### src/rtl/hazard_ctrl_gen2.sv
// hazard_ctrl_gen2: pipeline hazard controller for a 5-stage core.
// Drives the PC enable plus a per-latch enable and flush for IF/ID, ID/EX,
// EX/MEM and MEM/WB. It handles these cases:
//   - load-use stalls, optionally lasting several cycles
//   - a no-forwarding mode that stalls on any RAW hazard against EX or MEM
//   - a data-memory freeze, guarded by a watchdog
//   - a saturating count of stall cycles
// Ports:
//   CLK, RST            clock, synchronous active-high reset
//   ihit, dhit          fetch / data access complete this cycle
//   dmem_req, redirect  MEM stage holds a load/store, taken control transfer in EX
//   id_rs/id_rt, id_uses_rs/id_uses_rt   ID source registers and whether they are read
//   ex_wsel/mem_wsel, ex_wen/mem_wen     EX / MEM destination registers and write enables
//   ex_is_load          EX instruction is a load
//   clr_cnt             clear stall_cycles
//   pc_en, stage_en[3:0], stage_flush[3:0]   pipeline control (bit0 = IF/ID)
//   stall_cycles        saturating count of cycles with pc_en low
//   mem_timeout         sticky watchdog flag
module hazard_ctrl_gen2 #(
  parameter int REG_W       = 5,
  parameter int FWD_EN      = 1,
  parameter int LU_BUBBLES  = 1,
  parameter int MEM_TIMEOUT = 255,
  parameter int CNT_W       = 16
) (
  input  logic             CLK,
  input  logic             RST,
  input  logic             ihit,
  input  logic             dhit,
  input  logic             dmem_req,
  input  logic             redirect,
  input  logic [REG_W-1:0] id_rs,
  input  logic [REG_W-1:0] id_rt,
  input  logic             id_uses_rs,
  input  logic             id_uses_rt,
  input  logic [REG_W-1:0] ex_wsel,
  input  logic [REG_W-1:0] mem_wsel,
  input  logic             ex_wen,
  input  logic             mem_wen,
  input  logic             ex_is_load,
  input  logic             clr_cnt,
  output logic             pc_en,
  output logic [3:0]       stage_en,
  output logic [3:0]       stage_flush,
  output logic [CNT_W-1:0] stall_cycles,
  output logic             mem_timeout
);

  localparam int FRZ_CLOG = $clog2(MEM_TIMEOUT + 1);
  localparam int FRZ_W    = (FRZ_CLOG > 8) ? FRZ_CLOG : 8;
  localparam logic [FRZ_W-1:0] FRZ_MAX = FRZ_W'(MEM_TIMEOUT);
  localparam logic [3:0] BUB_INIT = 4'(LU_BUBBLES - 1);
  // Extra bubble cycles only exist for a load-use stall with forwarding.
  localparam bit MULTI = (FWD_EN != 0) && (LU_BUBBLES > 1);

  typedef enum logic {RUN, BUBBLE} state_t;

  state_t           state_q, state_d;
  logic [3:0]       bub_q, bub_d;
  logic [FRZ_W-1:0] frz_q;
  logic [FRZ_W-1:0] frz_inc;
  logic [CNT_W-1:0] cnt_q;
  logic             tmo_q;
  logic             hz_ex, hz_mem, hazard, freeze;

  // Register 0 is hard-wired, so it never creates a dependency.
  assign hz_ex  = ex_wen && (ex_wsel != '0) &&
                  ((id_uses_rs && (id_rs == ex_wsel)) || (id_uses_rt && (id_rt == ex_wsel)));
  assign hz_mem = mem_wen && (mem_wsel != '0) &&
                  ((id_uses_rs && (id_rs == mem_wsel)) || (id_uses_rt && (id_rt == mem_wsel)));
  assign hazard = (FWD_EN != 0) ? (hz_ex && ex_is_load) : (hz_ex || hz_mem);
  assign freeze = dmem_req && !dhit;
  assign frz_inc = frz_q + 1'b1;

  assign stall_cycles = cnt_q;
  assign mem_timeout  = tmo_q;

  always_comb begin
    state_d     = state_q;
    bub_d       = bub_q;
    pc_en       = 1'b1;
    stage_en    = 4'b1111;
    stage_flush = 4'b0000;
    if (RST) begin
      pc_en       = 1'b0;
      stage_flush = 4'b1111;
    end else if (freeze) begin
      // The whole pipe holds. FSM state is untouched, so a bubble sequence resumes afterwards.
      pc_en    = 1'b0;
      stage_en = 4'b0000;
    end else if (redirect) begin
      // Squash the wrong-path IF/ID and ID/EX contents. Any pending bubble is moot.
      stage_flush = 4'b0011;
      state_d     = RUN;
      bub_d       = 4'd0;
    end else if (state_q == BUBBLE) begin
      pc_en       = 1'b0;
      stage_en    = 4'b1110;
      stage_flush = 4'b0010;
      bub_d       = bub_q - 4'd1;
      if (bub_q == 4'd1) state_d = RUN;
    end else if (hazard) begin
      // Hold the consumer in ID and inject a bubble into EX.
      pc_en       = 1'b0;
      stage_en    = 4'b1110;
      stage_flush = 4'b0010;
      if (MULTI) begin
        state_d = BUBBLE;
        bub_d   = BUB_INIT;
      end
    end else if (!ihit) begin
      pc_en       = 1'b0;
      stage_flush = 4'b0001;
    end
  end

  always_ff @(posedge CLK) begin
    if (RST) begin
      state_q <= RUN;
      bub_q   <= 4'd0;
      frz_q   <= '0;
      cnt_q   <= '0;
      tmo_q   <= 1'b0;
    end else begin
      state_q <= state_d;
      bub_q   <= bub_d;
      if (freeze) begin
        // The freeze count stops at the limit. The flag stays sticky.
        if (frz_q != FRZ_MAX) begin
          frz_q <= frz_inc;
          if (frz_inc == FRZ_MAX) tmo_q <= 1'b1;
        end
      end else begin
        frz_q <= '0;
      end
      if (clr_cnt)                      cnt_q <= '0;
      else if (!pc_en && (cnt_q != '1)) cnt_q <= cnt_q + 1'b1;
    end
  end

endmodule

### config.mk
export PLATFORM = sky130hd
export DESIGN_NAME = hazard_ctrl_gen2
export DESIGN_NICKNAME = d
export VERILOG_FILES = /design/src/rtl/hazard_ctrl_gen2.sv
export SDC_FILE = /design/constraint.sdc
export NUM_CORES = 1
export LEC_CHECK = 0
export ABC_AREA = 1
export CORE_ASPECT_RATIO = 1.5
export CORE_UTILIZATION = 48
export CTS_BUF_LIST = sky130_fd_sc_hd__clkbuf_16
export CTS_CLUSTER_SIZE = 16
export DETAILED_ROUTE_END_ITERATION = 8
export PLACE_DENSITY = 0.81
export RECOVER_POWER = 25
export SLEW_MARGIN = 20
export SYNTH_ARGS = -nofsm -noshare
export SYNTH_HDL_FRONTEND = slang
export SYNTH_SLANG_ARGS = --single-unit
### constraint.sdc
create_clock -name CLK -period 2.1 [get_ports CLK]
set_input_delay 0.21 -clock CLK [delete_from_list [all_inputs] [get_ports CLK]]
set_output_delay 0.21 -clock CLK [all_outputs]
set_load 0.05 [all_outputs]
==> flow_metrics.py, run 1 <==
metrics = {
    "yosys": {
        "synth_warnings": 0,
        "postSynthCellCount": 296,
        "synth_nets": 333,
        "synth_edf_count": 0,
        "avgSynthCellArea_um2": 6.696,
        "ys_seq_area_frac": 0.3030,
        "ys_ff_latch": 30,
        "syn_area_mm2": 0.001982,
        "synth_ff_type": "dfxtp_1",
        "synth_cell_types": 30,
        "async_flop_share": 0,
    },
    "sta": {
        "hold_slack_ns": 0.4409,
        "skew_ns": 0.006358,
        "fin_crit_sh": 0.9145,
        "setup_tns_ns": 0,
        "fin_crit_ns": 1.921,
        "max_slew_margin": 0.6097,
        "final_hold_viol_count": 0,
        "setup_viol": 0,
        "fmax_ghz": 0.5207,
        "rsz0062_at_grt": "false",
        "worst_pin_slew_ns": 0.5879,
        "final_max_slew_viol_count": 0,
    },
    "clock_network": {
        "cts.htree.levels": 2,
        "cts_inserted_buffers": 5,
        "path_clk_slew_ns": 0.05,
        "clk_latency_ns": 0.28,
        "cts.sinks": 30,
        "cts_tree": "built",
        "root_buffer": "clkbuf_16",
        "clock_path_buffers": 2,
    },
    "pwr": {
        "finalPower_mw": 1.525,
        "power_frac_comb": 0.165,
        "power_frac_seq": 0.385,
        "p_leak_nw": 1.238,
        "sw_frac_of_total": 0.2607,
        "pwr_density_cell_mw_per_mm2": 561.7,
        "clkPwrFrac": 0.450,
        "vdd_drop_max_mv": 0.5951,
        "power_switching_mw": 0.3976,
        "p_int_mw": 1.127,
    },
    "grt": {
        "grt_pass1_vias": 1936,
        "grt_max_degree": 17,
        "gr-usage-all-layers": 0.2295,
        "antenna_found_initial": 0,
        "overflow": 0,
        "grt_pass1_wl_um": 7590,
    },
    "floorplanning": {
        "die_y_um": 80.70,
        "num_io_pins": 58,
        "die_area_mm2": 0.004395,
        "fp.dieW_um": 54.47,
        "start_util": 0.5006,
        "rows": 28,
        "coreArea_mm2": 0.003959,
    },
    "routing": {
        "wl_met1_um": 1747,
        "drt-wirelength-per-cell_um": 10.68,
        "vias": 2046,
        "ant_nets": 0,
        "wl_met3_um": 144,
        "drc": 0,
        "drt-pass1-iter-count": 4,
        "vias_per_cell": 5.064,
        "wl_met2_um": 2347,
        "drtIter0Drc": 28,
        "routed.top_layer": "met4",
        "postRouteWirelength_um": 4316,
    },
    "worst_setup_path": {
        "rrSetupSlack_ns": 0.29,
        "path_max_fanout": 9,
        "cp_data_required_time_ns": 1.89,
        "startpoint_type": "input port",
        "cp.arrival_ns": 1.71,
        "r2r_start": "frz_q[0]",
        "path_class": "in2out",
        "rr_worst_depth": 8,
        "endpoint_kind": "output pin",
        "rr_endpoint": "frz_q[0]",
    },
    "hold_path": {
        "hold_class": "reg2reg",
        "min_to": "mem_timeout",
        "whs_path_depth": 2,
        "min_from": "mem_timeout",
    },
    "status": {
        "status": "completed",
    },
    "layout": {
        "drive_above_1_share": 0.1588,
        "final_nets": 395,
        "antenna_cells": 0,
        "fin_area_mm2": 0.002715,
        "area_growth_syn_to_layout_pct": 36.99,
    },
    "place": {
        "gp_congestion": 0.8804,
        "io_buffers": 51,
        "post-dp-hpwl_um": 3253,
        "dpl-instance-area_mm2": 0.002549,
    },
    "job": {
        "drv_cap": 0,
    },
}
==> logic make-up after synthesis <==
kind of cell / share of synthesized area
buffers and inverters: 0.1301
AND/OR/NAND/NOR: 0.4053
AO/OA/AOI/OAI: 0.09911
flip-flops: 0.3030
XOR/XNOR: 0.03093
adder cells (fa/ha/maj): 0.03157
==> sequential cells by signal, summed over array words and instances, names as in the netlist <==
register,cells
frz_q,8
stall_cycles,16
mem_timeout,1
bub_q,4
state_q,1
==> repair_timing <==
item / in CTS / in global routing
gates resized for setup: 0 / 1
hold endpoints to repair: 0 / 0
endpoints found under the setup margin: 0 / 2
hold buffers: 0 / 0
setup buffers: 0 / 4
==> stage by stage <==
step           std cells  setup slack [ns]    util
2_1_floorplan        296           0.07150       -
3_3_place_gp         392            0.1328  0.6438
3_5_place_dp         392            0.1194  0.6438
4_1_cts              400            0.1013  0.6795
5_1_grt              404          0.009605  0.6858
6_report             404            0.1795  0.6858
==> per-layer routing <==
| layer | up-vias | global-route usage |
|---|---|---|
| li1 | 1065 | - |
| met1 | 915 | 0.2334 |
| met2 | 58 | 0.4280 |
| met3 | 8 | 0.04735 |
| met4 | 0 | 0.09231 |
| met5 | - | 0 |
==> worst max-delay path by stage <==
| stage | start | endpoint | slack [ns] | cells after the start |
|---|---|---|---|---|
| floorplan | ex_wsel[2] | stage_flush[0] | 0.07 | 9 |
| global placement | ex_wsel[0] | stage_flush[0] | 0.13 | 10 |
| detailed placement | ex_wsel[3] | stall_cycles[5] | 0.12 | 15 |
| CTS | ex_wsel[0] | stage_flush[0] | 0.10 | 10 |
| global route | ex_wsel[0] | pc_en | 0.01 | 13 |
| finish | ex_wsel[1] | pc_en | 0.18 | 13 |
==> cells in the final DEF (no fill, tap or decap), types with 2 or more instances in the layout <==
cell and n:
nand2_4 5, nor2_4 3, clkbuf_16 5, inv_2 8, nand2_2 4, a31oi_1 2, clkinv_1 2, nand2_1 63
nand4_1 8, dfxtp_1 30, and3_2 2, buf_12 3, dlygate4sd3_1 4, nor2_2 2, buf_4 16, ha_1 5
a21oi_1 28, xor2_1 6, o21ai_0 4, nand3_1 25, inv_1 38, nor2_1 42, clkbuf_1 2, clkdlybuf4s50_1 38
nand3_4 2
==> cell type report <==
type | count | area, um^2
Timing Repair Buffer | 63 | 608.1
Inverter | 48 | 182.7
Fill cell | 358 | 1244
Multi-Input combinational cell | 210 | 1126
Clock buffer | 5 | 125.1
Clock inverter | 3 | 16.27
Sequential cell | 30 | 600.6
Tap cell | 45 | 56.30
==> power by group through the flow <==
stage,Combinational [mW],Clock [mW],Sequential [mW]
2_1_floorplan,0.137,0,0.605
3_3_place_gp,0.241,0,0.598
3_5_place_dp,0.246,0,0.599
4_1_cts,0.247,0.696,0.587
5_1_grt,0.282,0.718,0.588
6_report,0.251,0.687,0.587
==> cells in the mapped netlist (4+ instances only) <==
cell type | count | area share
nor2_1 | 41 | 0.078
xor2_1 | 6 | 0.027
dfxtp_1 | 30 | 0.30
ha_1 | 5 | 0.032
inv_2 | 8 | 0.015
nand2_1 | 63 | 0.12
buf_4 | 4 | 0.015
nand2_2 | 4 | 0.013
nand4_1 | 8 | 0.025
nand2_4 | 5 | 0.028
inv_1 | 38 | 0.072
nand3_1 | 25 | 0.063
o21ai_0 | 4 | 0.010
a21oi_1 | 28 | 0.071
buf_6 | 4 | 0.023
==> critical path, stage by stage <==
cell and delay [ns]:
clkdlybuf4s50_1 0.54, inv_2 0.05, nand2_1 0.05, nand2_1 0.04, nor2_1 0.10, nand3_1 0.08
nand2_1 0.06, nand2_1 0.07, nand3_1 0.10, nand2_2 0.07, nand2_4 0.11, inv_1 0.08
buf_12 0.15
Power figures use the tool's default switching activity.
==> run 2, diff against run 1 <==
Settings changed: CORE_UTILIZATION 48 to 43, PLACE_DENSITY 0.81 to 0.77.
Clock period 2.1 ns to 1.74 ns, I/O delays scaled along.
==> run 2 against run 1 <==
  * The run now ends with DRC left
  * Register-to-register slack worse by 0.15 ns
  * Clock-buffer cell count stayed put
  * Non-clock buffer count rose by 6
  * Routed wire length is 7.6% higher
  * Via count is 2.2% higher
==> flow_metrics.py, run 2 (synthesis results as in run 1) <==
metrics = {
    "status": {
        "status": "finished, violations left",
        "violations": "DRC",
    },
    "grt": {
        "overflow": 0,
        "antenna_found_initial": 0,
        "grt_pass1_wl_um": 7886,
        "gr-usage-all-layers": 0.2057,
        "grt_max_degree": 17,
        "grt_pass1_vias": 1875,
    },
    "layout": {
        "layout_common_cells": "nand2_1 (61), nor2_1 (38), inv_1 (36)",
        "fin_area_mm2": 0.002843,
        "final_common_cell": "nand2_1",
        "area_growth_syn_to_layout_pct": 43.43,
        "final_nets": 402,
        "instances_no_fill": 412,
        "multi_input_area_mm2": 0.001205,
        "antenna_cells": 0,
        "drive_above_1_share": 0.2432,
        "post-route-util": 0.6584,
        "nFillCells": 385,
        "largest_reg_flops": 16,
        "regArea_um2": 611.8,
    },
    "hold_path": {
        "min_to": "mem_timeout",
        "min_from": "mem_timeout",
        "hold_class": "reg2reg",
        "whs_path_depth": 2,
    },
    "pwr": {
        "p_int_mw": 1.366,
        "sw_frac_of_total": 0.2685,
        "power_frac_comb": 0.173,
        "pwr_density_cell_mw_per_mm2": 657.0,
        "power_switching_mw": 0.5015,
        "vdd_drop_max_mv": 0.6057,
        "clkPwrFrac": 0.447,
        "power_frac_seq": 0.380,
        "p_leak_nw": 1.311,
        "finalPower_mw": 1.868,
    },
    "place": {
        "io_buffers": 51,
        "dpl-instance-area_mm2": 0.002618,
        "preCtsSetupSlack_ns": -0.2461,
        "place_inst": 400,
        "gp_congestion": 0.8763,
        "post-dp-hpwl_um": 3533,
    },
    "worst_setup_path": {
        "path_class": "reg2out",
        "cp_data_required_time_ns": 1.57,
        "max_stage_delay_ns": 0.83,
        "path_max_fanout": 4,
        "rr_endpoint": "stall_cycles[2]",
        "cp.arrival_ns": 1.52,
        "critPathBufInv": 1,
        "critical-path-top-delay-family": "buffers and inverters",
        "rrSetupSlack_ns": 0.14,
        "rr_worst_depth": 11,
        "endpoint_kind": "output pin",
        "startpoint_type": "flop",
        "path_cells": "clkdlybuf4s50_1",
        "r2r_start": "stall_cycles[0]",
        "crit_slowest_cell": "clkdlybuf4s50_1",
    },
    "floorplanning": {
        "rows": 29,
        "start_util": 0.4590,
        "num_io_pins": 58,
        "die_area_mm2": 0.004890,
        "coreArea_mm2": 0.004318,
        "die_y_um": 85.15,
        "fp.dieW_um": 57.43,
    },
    "clock_network": {
        "clk_latency_ns": 0.28,
        "cts.htree.levels": 2,
        "cts_tree": "built",
        "path_clk_slew_ns": 0.05,
        "cts.sinks": 30,
        "cts_inserted_buffers": 5,
        "clock_path_buffers": 2,
        "root_buffer": "clkbuf_16",
    },
    "sta": {
        "fmax_ghz": 0.5914,
        "setup_tns_ns": 0,
        "worst_pin_slew_ns": 0.6001,
        "fin_crit_sh": 0.9718,
        "setup_viol": 0,
        "rsz0062_at_grt": "true",
        "setup_slack_ns": 0.04909,
        "skew_ns": 0.005209,
        "hold_slack_ns": 0.4460,
        "fin_crit_ns": 1.691,
        "max_slew_margin": 0.6016,
        "final_max_slew_viol_count": 0,
        "final_hold_viol_count": 0,
    },
    "routing": {
        "vias": 2091,
        "drtIter0Drc": 78,
        "drt-pass1-iter-count": 6,
        "vias_per_cell": 5.075,
        "drt-wirelength-per-cell_um": 11.27,
        "ant_nets": 0,
        "postRouteWirelength_um": 4644,
        "drc": 3,
    },
    "job": {
        "drv_cap": 0,
    },
}
## run 2: cell types whose count changed in the layout (fill, tap and decap cells not counted), moves of 9 or more
| cell | delta |
|---|---|
| dfxtp_2 | +9 |
| clkdlybuf4s50_1 | -17 |
| dfxtp_1 | -9 |
| dlygate4sd2_1 | +15 |
## run 2: what timing repair did
item                                    in CTS  in global routing
hold buffers                                 0                  0
buffers inserted                             2                  1
endpoints found under the setup margin       4                 19
pin swaps                                    7                  1
gates cloned                                 1                  0
gates resized for setup                     25                 13
## run 2: worst max path at each step
stage                         start               end  slack [ns]  cells after the start
floorplan           stall_cycles[6]  stall_cycles[15]       -0.04                      9
CTS                        dmem_req       stage_en[0]        0.03                      9
global route               frz_q[1]       mem_timeout      -0.004                      9
global placement         ex_wsel[2]   stall_cycles[0]       -0.18                     15
detailed placement       ex_wsel[4]   stall_cycles[2]       -0.25                     15
finish              stall_cycles[5]   stall_cycles[5]        0.05                      1
## run 2: area by class of cell
type | instances | area share
inverters | 48 | 0.06426
clock buffers | 5 | 0.04401
clock inverters | 3 | 0.005722
well taps | 46 | 0.02025
repair buffers | 69 | 0.2267
multi-input cells | 211 | 0.4239
flip-flops and latches | 30 | 0.2152
## run 2: per-layer routing
| layer | global-route usage | wire length, um | vias to the layer above |
|---|---|---|---|
| met4 | 0.07982 | 78 | 0 |
| li1 | - | - | 1083 |
| met5 | 0 | 0 | - |
| met3 | 0.03811 | 175 | 7 |
| met1 | 0.2283 | 1892 | 948 |
| met2 | 0.3763 | 2497 | 53 |
## run 2: power by group through the flow
stage	Sequential [mW]	Clock (mW)	Combinational (mW)
2_1_floorplan	0.731	0	0.167
3_3_place_gp	0.722	0	0.304
3_5_place_dp	0.724	0	0.310
4_1_cts	0.709	0.843	0.319
5_1_grt	0.711	0.874	0.354
6_report	0.711	0.834	0.323
